**src/rtl/prog_loader_if.sv**
```systemverilog
// Byte stream into the program loader: valid/ready, one byte per transfer.
// Master is the byte source; slave is the loader, which never ties ready to valid.
interface prog_loader_if #(
    parameter int DATA_W = 8
);
    logic              in_valid;
    logic              in_ready;
    logic [DATA_W-1:0] in_data;

    modport master (output in_valid, output in_data, input in_ready);
    modport slave  (input in_valid, input in_data, output in_ready);
endinterface

```
**src/rtl/prog_loader.sv**
```systemverilog
// Loads a framed byte stream (SYNC, LEN, payload, CSUM) into instruction memory and releases the core on a good checksum.
// Writes appear one cycle after each payload accept; in_ready is a registered function of state and stalls freely on in_valid gaps.
module prog_loader #(
    parameter int               ADDR_W    = 8,
    parameter int               DATA_W    = 8,
    parameter logic [DATA_W-1:0] SYNC_BYTE = 8'hA5
) (
    input  logic              clk,
    input  logic              reset,
    input  logic              start,
    prog_loader_if.slave      in_if,
    output logic              mem_we,
    output logic [ADDR_W-1:0] mem_addr,
    output logic [DATA_W-1:0] mem_wdata,
    output logic              cpu_hold,
    output logic              done,
    output logic              error
);
    localparam int CNT_W = DATA_W + 1;
    localparam int AW1   = ADDR_W + 1;

    typedef enum logic [2:0] {
        S_IDLE, S_SYNC, S_LEN, S_DATA, S_CSUM, S_DONE, S_ERR
    } state_t;

    state_t            state_q, state_d;
    logic              in_ready_q, in_ready_d;
    logic              mem_we_q, mem_we_d;
    logic [ADDR_W-1:0] mem_addr_q, mem_addr_d;
    logic [DATA_W-1:0] mem_wdata_q, mem_wdata_d;
    logic [AW1-1:0]    addr_q, addr_d;
    logic [CNT_W-1:0]  cnt_q, cnt_d;
    logic [DATA_W-1:0] sum_q, sum_d;
    logic              done_q, done_d;
    logic              error_q, error_d;
    logic              cpu_hold_q, cpu_hold_d;
    logic              accept;
    logic [DATA_W-1:0] sum_next;

    assign accept   = in_if.in_valid & in_ready_q;
    assign sum_next = sum_q + in_if.in_data;

    always_comb begin
        state_d     = state_q;
        mem_we_d    = 1'b0;
        mem_addr_d  = mem_addr_q;
        mem_wdata_d = mem_wdata_q;
        addr_d      = addr_q;
        cnt_d       = cnt_q;
        sum_d       = sum_q;

        case (state_q)
            S_IDLE, S_DONE, S_ERR: begin
                if (start) begin
                    state_d = S_SYNC;
                    addr_d  = '0;
                    cnt_d   = '0;
                end
            end
            S_SYNC: begin
                if (accept && in_if.in_data == SYNC_BYTE) begin
                    state_d = S_LEN;
                end
            end
            S_LEN: begin
                if (accept) begin
                    // A zero length byte encodes the full 2^DATA_W payload.
                    cnt_d   = (in_if.in_data == '0) ? {1'b1, {DATA_W{1'b0}}}
                                                     : {1'b0, in_if.in_data};
                    sum_d   = '0;
                    state_d = S_DATA;
                end
            end
            S_DATA: begin
                if (accept) begin
                    // The extra address bit blocks any write past the top of memory.
                    mem_we_d    = ~addr_q[ADDR_W];
                    mem_addr_d  = addr_q[ADDR_W-1:0];
                    mem_wdata_d = in_if.in_data;
                    sum_d       = sum_next;
                    addr_d      = addr_q + AW1'(1);
                    cnt_d       = cnt_q - CNT_W'(1);
                    if (cnt_q == CNT_W'(1)) begin
                        state_d = S_CSUM;
                    end
                end
            end
            S_CSUM: begin
                if (accept) begin
                    state_d = (sum_next == '0) ? S_DONE : S_ERR;
                end
            end
            default: state_d = S_IDLE;
        endcase

        // Status outputs are registered copies of the next state so they change with it.
        in_ready_d = (state_d == S_SYNC) || (state_d == S_LEN) ||
                     (state_d == S_DATA) || (state_d == S_CSUM);
        done_d     = (state_d == S_DONE);
        error_d    = (state_d == S_ERR);
        cpu_hold_d = (state_d != S_DONE);
    end

    always_ff @(posedge clk or negedge reset) begin
        if (!reset) begin
            state_q     <= S_IDLE;
            in_ready_q  <= 1'b0;
            mem_we_q    <= 1'b0;
            mem_addr_q  <= '0;
            mem_wdata_q <= '0;
            addr_q      <= '0;
            cnt_q       <= '0;
            sum_q       <= '0;
            done_q      <= 1'b0;
            error_q     <= 1'b0;
            cpu_hold_q  <= 1'b1;
        end else begin
            state_q     <= state_d;
            in_ready_q  <= in_ready_d;
            mem_we_q    <= mem_we_d;
            mem_addr_q  <= mem_addr_d;
            mem_wdata_q <= mem_wdata_d;
            addr_q      <= addr_d;
            cnt_q       <= cnt_d;
            sum_q       <= sum_d;
            done_q      <= done_d;
            error_q     <= error_d;
            cpu_hold_q  <= cpu_hold_d;
        end
    end

    assign in_if.in_ready = in_ready_q;
    assign mem_we         = mem_we_q;
    assign mem_addr       = mem_addr_q;
    assign mem_wdata      = mem_wdata_q;
    assign cpu_hold       = cpu_hold_q;
    assign done           = done_q;
    assign error          = error_q;
endmodule

```
**src/flat_wrapper.sv**
```systemverilog
// flat-port wrapper written by rule: the top's interface ports become plain ports
module prog_loader_flat 
#(
    parameter int               ADDR_W    = 8,
    parameter int               DATA_W    = 8,
    parameter logic [DATA_W-1:0] SYNC_BYTE = 8'hA5
)
  (clk, reset, start, mem_we, mem_addr, mem_wdata, cpu_hold, done, error, in_if_in_valid, in_if_in_data, in_if_in_ready);
  prog_loader_if #(.DATA_W(DATA_W)) in_if_i ();
  input  logic clk;
  input  logic reset;
  input  logic start;
  output logic mem_we;
  output logic [ADDR_W-1:0] mem_addr;
  output logic [DATA_W-1:0] mem_wdata;
  output logic cpu_hold;
  output logic done;
  output logic error;
  input wire logic [$bits(in_if_i.in_valid)-1:0] in_if_in_valid;
  input wire logic [$bits(in_if_i.in_data)-1:0] in_if_in_data;
  output wire logic [$bits(in_if_i.in_ready)-1:0] in_if_in_ready;
  assign in_if_i.in_valid = in_if_in_valid;
  assign in_if_i.in_data = in_if_in_data;
  assign in_if_in_ready = in_if_i.in_ready;
  prog_loader #(.ADDR_W(ADDR_W), .DATA_W(DATA_W), .SYNC_BYTE(SYNC_BYTE)) u_core (.clk(clk), .reset(reset), .start(start), .in_if(in_if_i), .mem_we(mem_we), .mem_addr(mem_addr), .mem_wdata(mem_wdata), .cpu_hold(cpu_hold), .done(done), .error(error));
endmodule
```
**config.mk**
```make
export PLATFORM = sky130hd
export DESIGN_NAME = prog_loader_flat
export DESIGN_NICKNAME = d
export VERILOG_FILES = /design/src/rtl/prog_loader_if.sv /design/src/rtl/prog_loader.sv /design/src/flat_wrapper.sv
export SDC_FILE = /design/constraint.sdc
export NUM_CORES = 1
export LEC_CHECK = 0
export ABC_CLOCK_PERIOD_IN_PS = 2700
export BUFFER_PORTS_ARGS = -buffer_cell sky130_fd_sc_hd__buf_2
export CAP_MARGIN = 20
export CORE_MARGIN = 2
export CORE_UTILIZATION = 55
export DETAILED_ROUTE_END_ITERATION = 16
export MAX_ROUTING_LAYER = met4
export PLACE_DENSITY_LB_ADDON = 0.05
export SLEW_MARGIN = 20
export SYNTH_ARGS = -nofsm -noshare
export SYNTH_HDL_FRONTEND = slang
export SYNTH_SLANG_ARGS = --single-unit
```
**constraint.sdc**
```tcl
create_clock -name clk -period 2.7 [get_ports clk]
set_clock_uncertainty 0.2 [all_clocks]
set_input_delay 0 -clock clk [delete_from_list [all_inputs] [get_ports clk]]
set_output_delay 0 -clock clk [all_outputs]
set_load 0.05 [all_outputs]
```
Yosys cells after proc, flatten, opt, wreduce, memory -nomap -nowiden. Index checks and enable logic that the tools add are counted.

Register bits after elaboration: 50. Input bits: 12. Output and inout port bits: 21. Word-level logic and storage cells: 69.

Add/subtract/negate cells: 3. Equality and inequality tests: 18. Multiplexer cells: 20. Bitwise gates (word level): 2. Reduce and logical (&&, ||, !) cells: 15.

Operator list (count): $mux 9 (5); $pmux 9 s3 (1); $eq 3x3->1 const B (6); $mux 3 (6); $pmux 9 s2 (1); $logic_not 8->1 (2); $mux 8 (2); $pmux 8 s2 (1); $pmux 3 s5 (1); $eq 3x2->1 const B (4); $add 9x1->9 const B (1); $eq 9x1->1 const B (1); $sub 9x1->9 const B (1); $add 8x8->8 (1); $eq 8x8->1 const B (1); $eq 3x1->1 const B (2); $reduce_and 3->1 (2); $ne 2x1->1 const B (2); $reduce_and 4->1 (1); $reduce_bool 2->1 (2); $logic_not 3->1 (1); $logic_or 1x1->1 (3); $ne 3x3->1 const B (1); $reduce_bool 3->1 (1); other kinds (8) (9).

Depth between registers and ports, before layout. Gate-level depths: netlist (run 1).

Depth in word-level cells: 9. Depth in mapped cells: 9. Gate-level depth less buffers: 9.

Worst setup path before layout (run 1). Ideal clock, no wire load.

Kind: register -> register. Start point: register u_core.sum_q[0]. End point: register u_core.error_q (netlist: u_core.error). Setup time: 126 ps. Data arrival time: 2084 ps. Required time: 2374 ps. Setup slack: 290 ps. Cell stages (with the launch flop): 10. Clock period less this slack: 2410 ps. Cell sequence: dfrtp_1 > ha_1 > inv_1 > fa_1 > nand2b_1 > a21oi_1 > xnor2_1 > nand4_1 > or2_2 > o311a_1.

Word-level cells in the longest chain between the ends: 6.

Ends and longest elaborated chain: start, declared (line prog_loader.sv:33) `logic [DATA_W-1:0] sum_q, sum_d;`; start signal, assigned (line prog_loader.sv:125) `sum_q <= sum_d;`; $add 8x8->8 (line prog_loader.sv:41) `assign sum_next = sum_q + in_if.in_data;`; $logic_not 8->1 (line prog_loader.sv:90) `state_d = (sum_next == '0) ? S_DONE : S_ERR;`; $mux 2 (line prog_loader.sv:90); $mux 3 (line prog_loader.sv:89) `if (accept) begin`; $pmux 3 s5 (line prog_loader.sv:52) `case (state_q)`; $eq 3x3->1 (line prog_loader.sv:100) `error_d = (state_d == S_ERR);`; net u_core.error_d (line prog_loader.sv:35) `logic error_q, error_d;`; end signal, assigned (line prog_loader.sv:127) `error_q <= error_d;`; end, declared (line prog_loader.sv:35).

The timed path passes the listed nets, and every way through them passes these cells. A chain may end at the register's enable or synchronous reset.

Worst setup path in the final report (run 1).
Start point: input port in_if_in_data[0]. End point: register u_core.error_q (netlist: u_core.error).

Word-level cells in the longest chain between the ends: 6. Elaborated cells between the ends (all ways): 9. Classes of those cells: add/sub (1); eq/ne (2); mux (4); reduce/logical (2).

Ends and longest elaborated chain: start, declared (line flat_wrapper.sv:20) `input wire logic [$bits(in_if_i.in_data)-1:0] in_if_in_data;`; $add 8x8->8 (line prog_loader.sv:41); $logic_not 8->1 (line prog_loader.sv:90); $mux 2 (line prog_loader.sv:90); $mux 3 (line prog_loader.sv:89); $pmux 3 s5 (*) (line prog_loader.sv:52); $eq 3x3->1 (*) (line prog_loader.sv:100); net u_core.error_d (line prog_loader.sv:35).

Mark *: on every way through the listed nets, which the timed path passes. The rest lies on a longest branch.

==> results of run 1 <==
==> metrics by stage <==
| step | hold slack [ps] | area [µm²] | power (W) | setup WS (ps) | cells |
|---|---|---|---|---|---|
| final | 2.98 | 3150 | 0.00323 | 130 | 389 |
| after global routing | 53.9 | 3150 | 0.00348 | 31.6 | 389 |
| after CTS | 4.18 | 3120 | 0.00318 | 75.9 | 389 |
| after detailed placement | -186 | 2910 | 0.00269 | 150 | 370 |
| after global placement | -188 | 2910 | 0.00266 | 193 | 370 |
| after floorplan | -496 | 2660 | 0.00233 | 290 | 286 |
==> logic make-up (layout without fill, tap and decap cells) <==
group | count (synthesis) | after routing | share of synthesized area
and+or+nand+nor | 126 | 126 | 0.222
AOI/OAI and AO/OA | 63 | 63 | 0.167
DFF | 50 | 50 | 0.471
buffers and inverters | 19 | 68 | 0.0278
xor gates and xnor gates | 13 | 13 | 0.0428
adders and majority gates | 11 | 11 | 0.0546
muxes | 4 | 4 | 0.0151
==> registers in the layout, summed over array words and instances (netlist names) <==
name                   count
u_core.done                1
u_core.state_q             3
u_core.error               1
u_core.mem_wdata           8
u_core.cpu_hold            1
u_core.sum_q               8
u_core.cnt_q               9
u_core.mem_we              1
u_core.mem_addr            8
u_core.in_if.in_ready      1
u_core.addr_q              9
==> layout make-up <==
type | instances | area share
multi-input cells | 217 | 0.432
flip-flops and latches | 50 | 0.398
repair buffers | 51 | 0.106
clock buffers | 6 | 0.0262
well taps | 54 | 0.0215
inverters | 9 | 0.0107
clock inverters | 2 | 0.00557
==> routing by layer <==
| metal | up-vias | global-route usage |
|---|---|---|
| li1 | 1093 | - |
| met1 | 1055 | 0.343 |
| met2 | 58 | 0.375 |
| met3 | 16 | 0.0521 |
| met4 | 0 | 0.0889 |
| met5 | - | - |
==> repair_timing <==
item,in CTS,in global routing
gates resized for setup,0,7
hold buffers,11,0
hold endpoints to repair,58,0
setup endpoints to repair,0,6
==> path summary, 6_finish.rpt <==
kind,startpoint,end,cells past startpoint
setup / recovery,in_if_in_data[0],u_core.error$_DFF_PN0_,11
hold / removal,reset,u_core.sum_q[1]$_DFFE_PN0P_,2
setup reg to reg,u_core.sum_q[0]$_DFFE_PN0P_,u_core.error$_DFF_PN0_,9
hold reg to reg,u_core.addr_q[8]$_DFFE_PN0P_,u_core.mem_we$_DFF_PN0_,1
max in group asynchronous,reset,u_core.mem_wdata[4]$_DFFE_PN0P_,3
min in group clk,u_core.addr_q[8]$_DFFE_PN0P_,u_core.mem_we$_DFF_PN0_,1
==> power by group through the flow <==
stage          clock network (W)  logic, W  registers [W]
6_report                0.000469   0.00162        0.00113
3_3_place_gp                   0   0.00153        0.00114
2_1_floorplan                  0  0.000953        0.00138
4_1_cts                 0.000483   0.00157        0.00113
3_5_place_dp                   0   0.00154        0.00114
5_1_grt                 0.000515   0.00179        0.00117
==> critical path, delay by kind of cell <==
kind	cells	cell delay [ps]
compound gates	2	450
xor+xnor	1	160
fa+ha+maj	2	580
buf+inv	3	750
simple gates	3	630
==> cell usage in the layout, fill, tap and decap left out, types with 3 or more instances in the layout <==
cell                            instances
sky130_fd_sc_hd__nor2_1                21
sky130_fd_sc_hd__dfrtp_1               49
sky130_fd_sc_hd__nand3_1                4
sky130_fd_sc_hd__xnor2_1                6
sky130_fd_sc_hd__dlygate4sd3_1         11
sky130_fd_sc_hd__buf_4                  8
sky130_fd_sc_hd__inv_1                  9
sky130_fd_sc_hd__ha_1                   9
sky130_fd_sc_hd__nand4_1                3
sky130_fd_sc_hd__and3_1                 3
sky130_fd_sc_hd__a22o_1                 5
sky130_fd_sc_hd__clkbuf_8               6
sky130_fd_sc_hd__nand2_1               68
sky130_fd_sc_hd__buf_2                 31
sky130_fd_sc_hd__nor2b_1                3
sky130_fd_sc_hd__mux2i_1                4
sky130_fd_sc_hd__nand2b_1               3
sky130_fd_sc_hd__a21o_1                 3
sky130_fd_sc_hd__o211ai_1               4
sky130_fd_sc_hd__xor2_1                 6
sky130_fd_sc_hd__o21bai_1               3
sky130_fd_sc_hd__nor4_1                 4
sky130_fd_sc_hd__o22ai_1                4
sky130_fd_sc_hd__o21ai_0               16
sky130_fd_sc_hd__a21oi_1                9
==> run_results.csv, run 1 <==
group,metric,value,unit
sta,hold_viol,0,
yosys,yosysWarningCount,0,
pwr,ir_worst_vdd,0.652,mV
grt,grt_pass1_wl,10200,µm
sta,finalSetupTns,0,ps
setup_path,worst_setup_path_end_kind,"register",
cts,clkTransAtPathRegs,100,ps
grt,track_usage,0.252,
sta,max_freq,389,MHz
grt,first_global_vias,2180,
floorplanning,row_count,25,
sta,grt_setup_unrepaired,"false",
cts,clk-insertion-delay-late,300,ps
min_path,hold_path_class,"in2async",
setup_path,timing.critical_path.required,2700,ps
layout,n_antenna_cell,0,
route,initialDrtViolationCount,210,
layout,final-seq-area,1250,µm²
pwr,internal_power,0.00177,W
setup_path,critPathKind,"in2reg",
setup_path,crit_path_max_fanout,5,
route,route.top_layer_used,"met4",
sta,maxSlewViolCount,0,
layout,nNetsFinal,357,
grt,maximum_number_of_pins_on_one_net_before_global_route_repair,29,
yosys,postSynthAreaPerCell,9.29,µm²
pwr,p_sw,0.00145,W
pwr,switching_share,0.450,
yosys,postSynthRegisterBits,50,
layout,area_of_combinational_cells_with_multiple_inputs,1360,µm²
pwr,power_per_cell_area,1020,nW/µm²
layout,fillerInstances,379,
placement,port_buffers,32,
sta,final_period_minus_worst_setup_slack,2570,ps
route,met3_length,277,µm
floorplanning,die_x,73.5,µm
setup_path,crit_path_max_incr_delay,520,ps
pwr,power.share.clock,0.145,
cts,cts_max_path_buffers,2,
setup_path,timing.critical_path.cells,"dlygate4sd3_1 > clkbuf_4 > ha_2 > inv_1 > fa_2 > nand2b_1 > a21oi_2 > xnor2_1 > nand4_1 > or2_2 > o311a_1",
cts,tritoncts,"yes",
layout,postLayoutCoreUtil,0.671,
cts,ctsRootBufferMaster,"sky130_fd_sc_hd__clkbuf_8",
placement,dp_hpwl,4190,µm
layout,post_route_cells_drive_above_1_share,0.188,
route,post_route_drc,0,
job,max_cap_viols,0,
yosys,seq_area_frac_synth,0.471,
yosys,synth_enable_flop_cells,0,
grt,grt_antenna_before_repair,0,
yosys,most_frequently_used_cell_type_in_the_post_synthesis_netlist,"sky130_fd_sc_hd__nand2_1",
yosys,synthDistinctLibCells,51,
yosys,synth_cells,286,
pwr,pwr-share-comb,0.503,
cts,cts_sink_cnt,50,
yosys,synth.cells.most_frequent,"68 x sky130_fd_sc_hd__nand2_1, 49 x sky130_fd_sc_hd__dfrtp_1, 21 x sky130_fd_sc_hd__nor2_1",
setup_path,worst-r2r-setup-slack,160,ps
setup_path,cp-start-kind,"input pin",
floorplanning,core_area,4690,µm²
setup_path,worst_ep_arrival_time,2570,ps
floorplanning,die_ar,5400,µm²
floorplanning,ios,33,
sta,report.final.setup_viol,0,
sta,post-route-period-util,0.952,
grt,overflow,0,
floorplanning,floorplan.initialDensity,0.566,
outcome,status,"complete, no violations",
yosys,top_post_synthesis_cells_by_area,"sky130_fd_sc_hd__dfrtp_1 46%, sky130_fd_sc_hd__nand2_1 9.6%, sky130_fd_sc_hd__ha_1 4.7%, sky130_fd_sc_hd__o21ai_0 3.0%, sky130_fd_sc_hd__nor2_1 3.0%",
setup_path,critical_path_top_delay_cell,"sky130_fd_sc_hd__dlygate4sd3_1",
route,drt-pass1-iter-count,4,
cts,post-cts-setup-buffers,0,
route,drt-wirelength-per-cell,15.6,µm
yosys,net_count_of_the_mapped_netlist,309,
route,route.detailed.vias_per_inst,5.71,
cts,h-tree-depth,2,
sta,timing_worst_slew_pin_value,537,ps
yosys,yosysTopAreaCellShare,0.461,
yosys,synth-main-ff-cell,"sky130_fd_sc_hd__dfrtp_1",
pwr,total_leakage_power,1.56,nW
floorplanning,die_h,73.5,µm
placement,globalplace.congestion,0.946,
yosys,syn-cell-area,2660,µm²
route,routed_wl,6070,µm
yosys,synth_largest_area_cell,"sky130_fd_sc_hd__dfrtp_1",
route,num_vias,2222,
route,final_antenna_net_count,0,
route,wirelength_met1,2840,µm
route,dr_wl_met2,2790,µm
cts,cts_inserted_buffers,5,
layout,synth_to_final_area_change,18.4,%
sta,max-slew-margin-rel,0.640,
yosys,share_of_flip_flops_with_an_asynchronous_set_or_reset_after_synthesis,1.00,
pwr,power.share.sequential,0.351,
(Power assumes the default switching activity.)
==> run 2: changes to the inputs <==
REMOVE_ABC_BUFFERS = 1   (was default)
==> run 2 against run 1 <==
Combinational power down 4%. Routed wire length down 2.2%. Core utilization down 0.72 points. Register-to-register slack better by 20 ps. Critical path type unchanged. Critical endpoint unchanged.
==> run_results.csv, run 2 (synthesis gave the netlist of run 1 again) <==
group,metric,value,unit
floorplanning,core_area,4690,µm²
route,drt-pass1-iter-count,4,
pwr,power_per_cell_area,1010,nW/µm²
cts,clk-insertion-delay-late,300,ps
sta,finalSetupTns,0,ps
sta,timing_worst_slew_pin_value,553,ps
route,route.top_layer_used,"met4",
layout,post_route_cells_drive_above_1_share,0.173,
min_path,hold_path_class,"in2async",
route,initialDrtViolationCount,171,
sta,maxSlewViolCount,0,
sta,post-route-period-util,0.949,
floorplanning,die_ar,5400,µm²
setup_path,cp-endpoint,"u_core.error$_DFF_PN0_",
placement,port_buffers,32,
grt,first_global_vias,2097,
cts,clkTransAtPathRegs,90,ps
setup_path,crit_path_max_fanout,5,
layout,n_antenna_cell,0,
setup_path,worstReg2RegEnd,"u_core.error$_DFF_PN0_",
grt,grt_antenna_before_repair,0,
outcome,status,"complete, no violations",
setup_path,r2r_start,"u_core.sum_q[0]$_DFFE_PN0P_",
route,wirelength_met1,3000,µm
grt,grt_pass1_wl,9940,µm
setup_path,critPathKind,"in2reg",
setup_path,r2r_cells,9,
setup_path,worst-r2r-setup-slack,180,ps
floorplanning,row_count,25,
layout,final_cell_mix,"68 x sky130_fd_sc_hd__nand2_1, 49 x sky130_fd_sc_hd__dfrtp_1, 31 x sky130_fd_sc_hd__buf_2, 21 x sky130_fd_sc_hd__nor2_1, 16 x sky130_fd_sc_hd__o21ai_0",
pwr,ir_worst_vdd,0.770,mV
pwr,total_leakage_power,1.56,nW
route,drt-wirelength-per-cell,15.3,µm
floorplanning,floorplan.initialDensity,0.566,
route,met3_length,309,µm
placement,pre_cts_slack,162,ps
sta,final.hold.worst_slack,6.92,ps
grt,overflow,0,
cts,cts_max_path_buffers,2,
floorplanning,die_x,73.5,µm
sta,max-slew-margin-rel,0.631,
layout,layout_top_registers,"u_core.addr_q (9), u_core.cnt_q (9)",
route,route.detailed.vias_per_inst,5.67,
sta,max_freq,390,MHz
placement,globalplace.congestion,0.849,
cts,cts_inserted_buffers,5,
grt,maximum_number_of_pins_on_one_net_before_global_route_repair,27,
cts,ctsRootBufferMaster,"sky130_fd_sc_hd__clkbuf_8",
sta,final_period_minus_worst_setup_slack,2560,ps
layout,postLayoutCoreUtil,0.663,
layout,nNetsFinal,357,
sta,hold_viol,0,
route,post_route_drc,0,
route,num_vias,2207,
layout,layout_commonest_cell,"sky130_fd_sc_hd__nand2_1",
route,routed_wl,5940,µm
cts,h-tree-depth,2,
job,max_cap_viols,0,
setup_path,crit_path_start,"in_if_in_data[0]",
floorplanning,ios,33,
route,dr_wl_met2,2540,µm
placement,dp_hpwl,4240,µm
layout,synth_to_final_area_change,17.1,%
setup_path,worst_setup_path_end_kind,"register",
cts,post-cts-setup-buffers,0,
setup_path,worst_ep_arrival_time,2550,ps
setup_path,cp-start-kind,"input pin",
floorplanning,die_h,73.5,µm
cts,tritoncts,"yes",
grt,track_usage,0.248,
route,final_antenna_net_count,0,
cts,cts_sink_cnt,50,
sta,report.final.setup_viol,0,
sta,setup_slack,139,ps
setup_path,timing.critical_path.required,2690,ps
## run 2: area by class of cell
class,count,area [µm²]
clock buffer,7,86.3
clock inverter,1,5.00
fill,405,1580
inverter,9,33.8
multi-input combinational,217,1340
sequential,50,1250
tap,54,67.6
timing repair buffer,51,333
## run 2: repair_timing
action,4_1_cts,5_1_grt
endpoints found under the hold margin,46,0
hold buffers,11,0
endpoints found under the setup margin,0,3
resized for setup,0,2
## run 2: through the flow
stage | std cells | total power [W] | area (µm²)
floorplan | 276 | 0.00230 | 2620
global placement | 370 | 0.00266 | 2910
detailed placement | 370 | 0.00269 | 2910
CTS | 389 | 0.00315 | 3110
global route | 389 | 0.00340 | 3110
finish | 389 | 0.00315 | 3110
## run 2: worst min-delay path by stage
stage / slack [ps] / to / startpoint
after floorplan: -500 / u_core.addr_q[0]$_DFFE_PN0P_ / reset
after global placement: -180 / u_core.cnt_q[1]$_DFFE_PN0P_ / reset
after detailed placement: -180 / u_core.cnt_q[1]$_DFFE_PN0P_ / reset
after CTS: 30 / u_core.cnt_q[1]$_DFFE_PN0P_ / reset
after global routing: 80 / u_core.cnt_q[1]$_DFFE_PN0P_ / reset
final: 7 / u_core.cnt_q[1]$_DFFE_PN0P_ / reset
## run 2: report_power, final
group	total [W]	switching [W]	internal, W	leakage [nW]
Sequential	0.00114	0.000177	0.000959	0.659
Combinational	0.00156	0.000982	0.000581	0.851
Clock	0.000451	0.000244	0.000207	0.0482
## run 2: routing by layer
metal | GRT usage | up-vias
met5 | - | -
met4 | 0.0667 | 0
met3 | 0.0398 | 10
met2 | 0.350 | 56
met1 | 0.371 | 1042
li1 | - | 1099
## run 2: worst max-delay path: stages
cell                            delay [ps]
sky130_fd_sc_hd__dlygate4sd3_1         520
sky130_fd_sc_hd__clkbuf_4              170
sky130_fd_sc_hd__ha_1                  180
sky130_fd_sc_hd__inv_1                  60
sky130_fd_sc_hd__fa_1                  380
sky130_fd_sc_hd__nand2b_1              180
sky130_fd_sc_hd__a21oi_2               160
sky130_fd_sc_hd__xnor2_1               140
sky130_fd_sc_hd__nand4_1                90
sky130_fd_sc_hd__or2_2                 360
sky130_fd_sc_hd__o311a_1               290
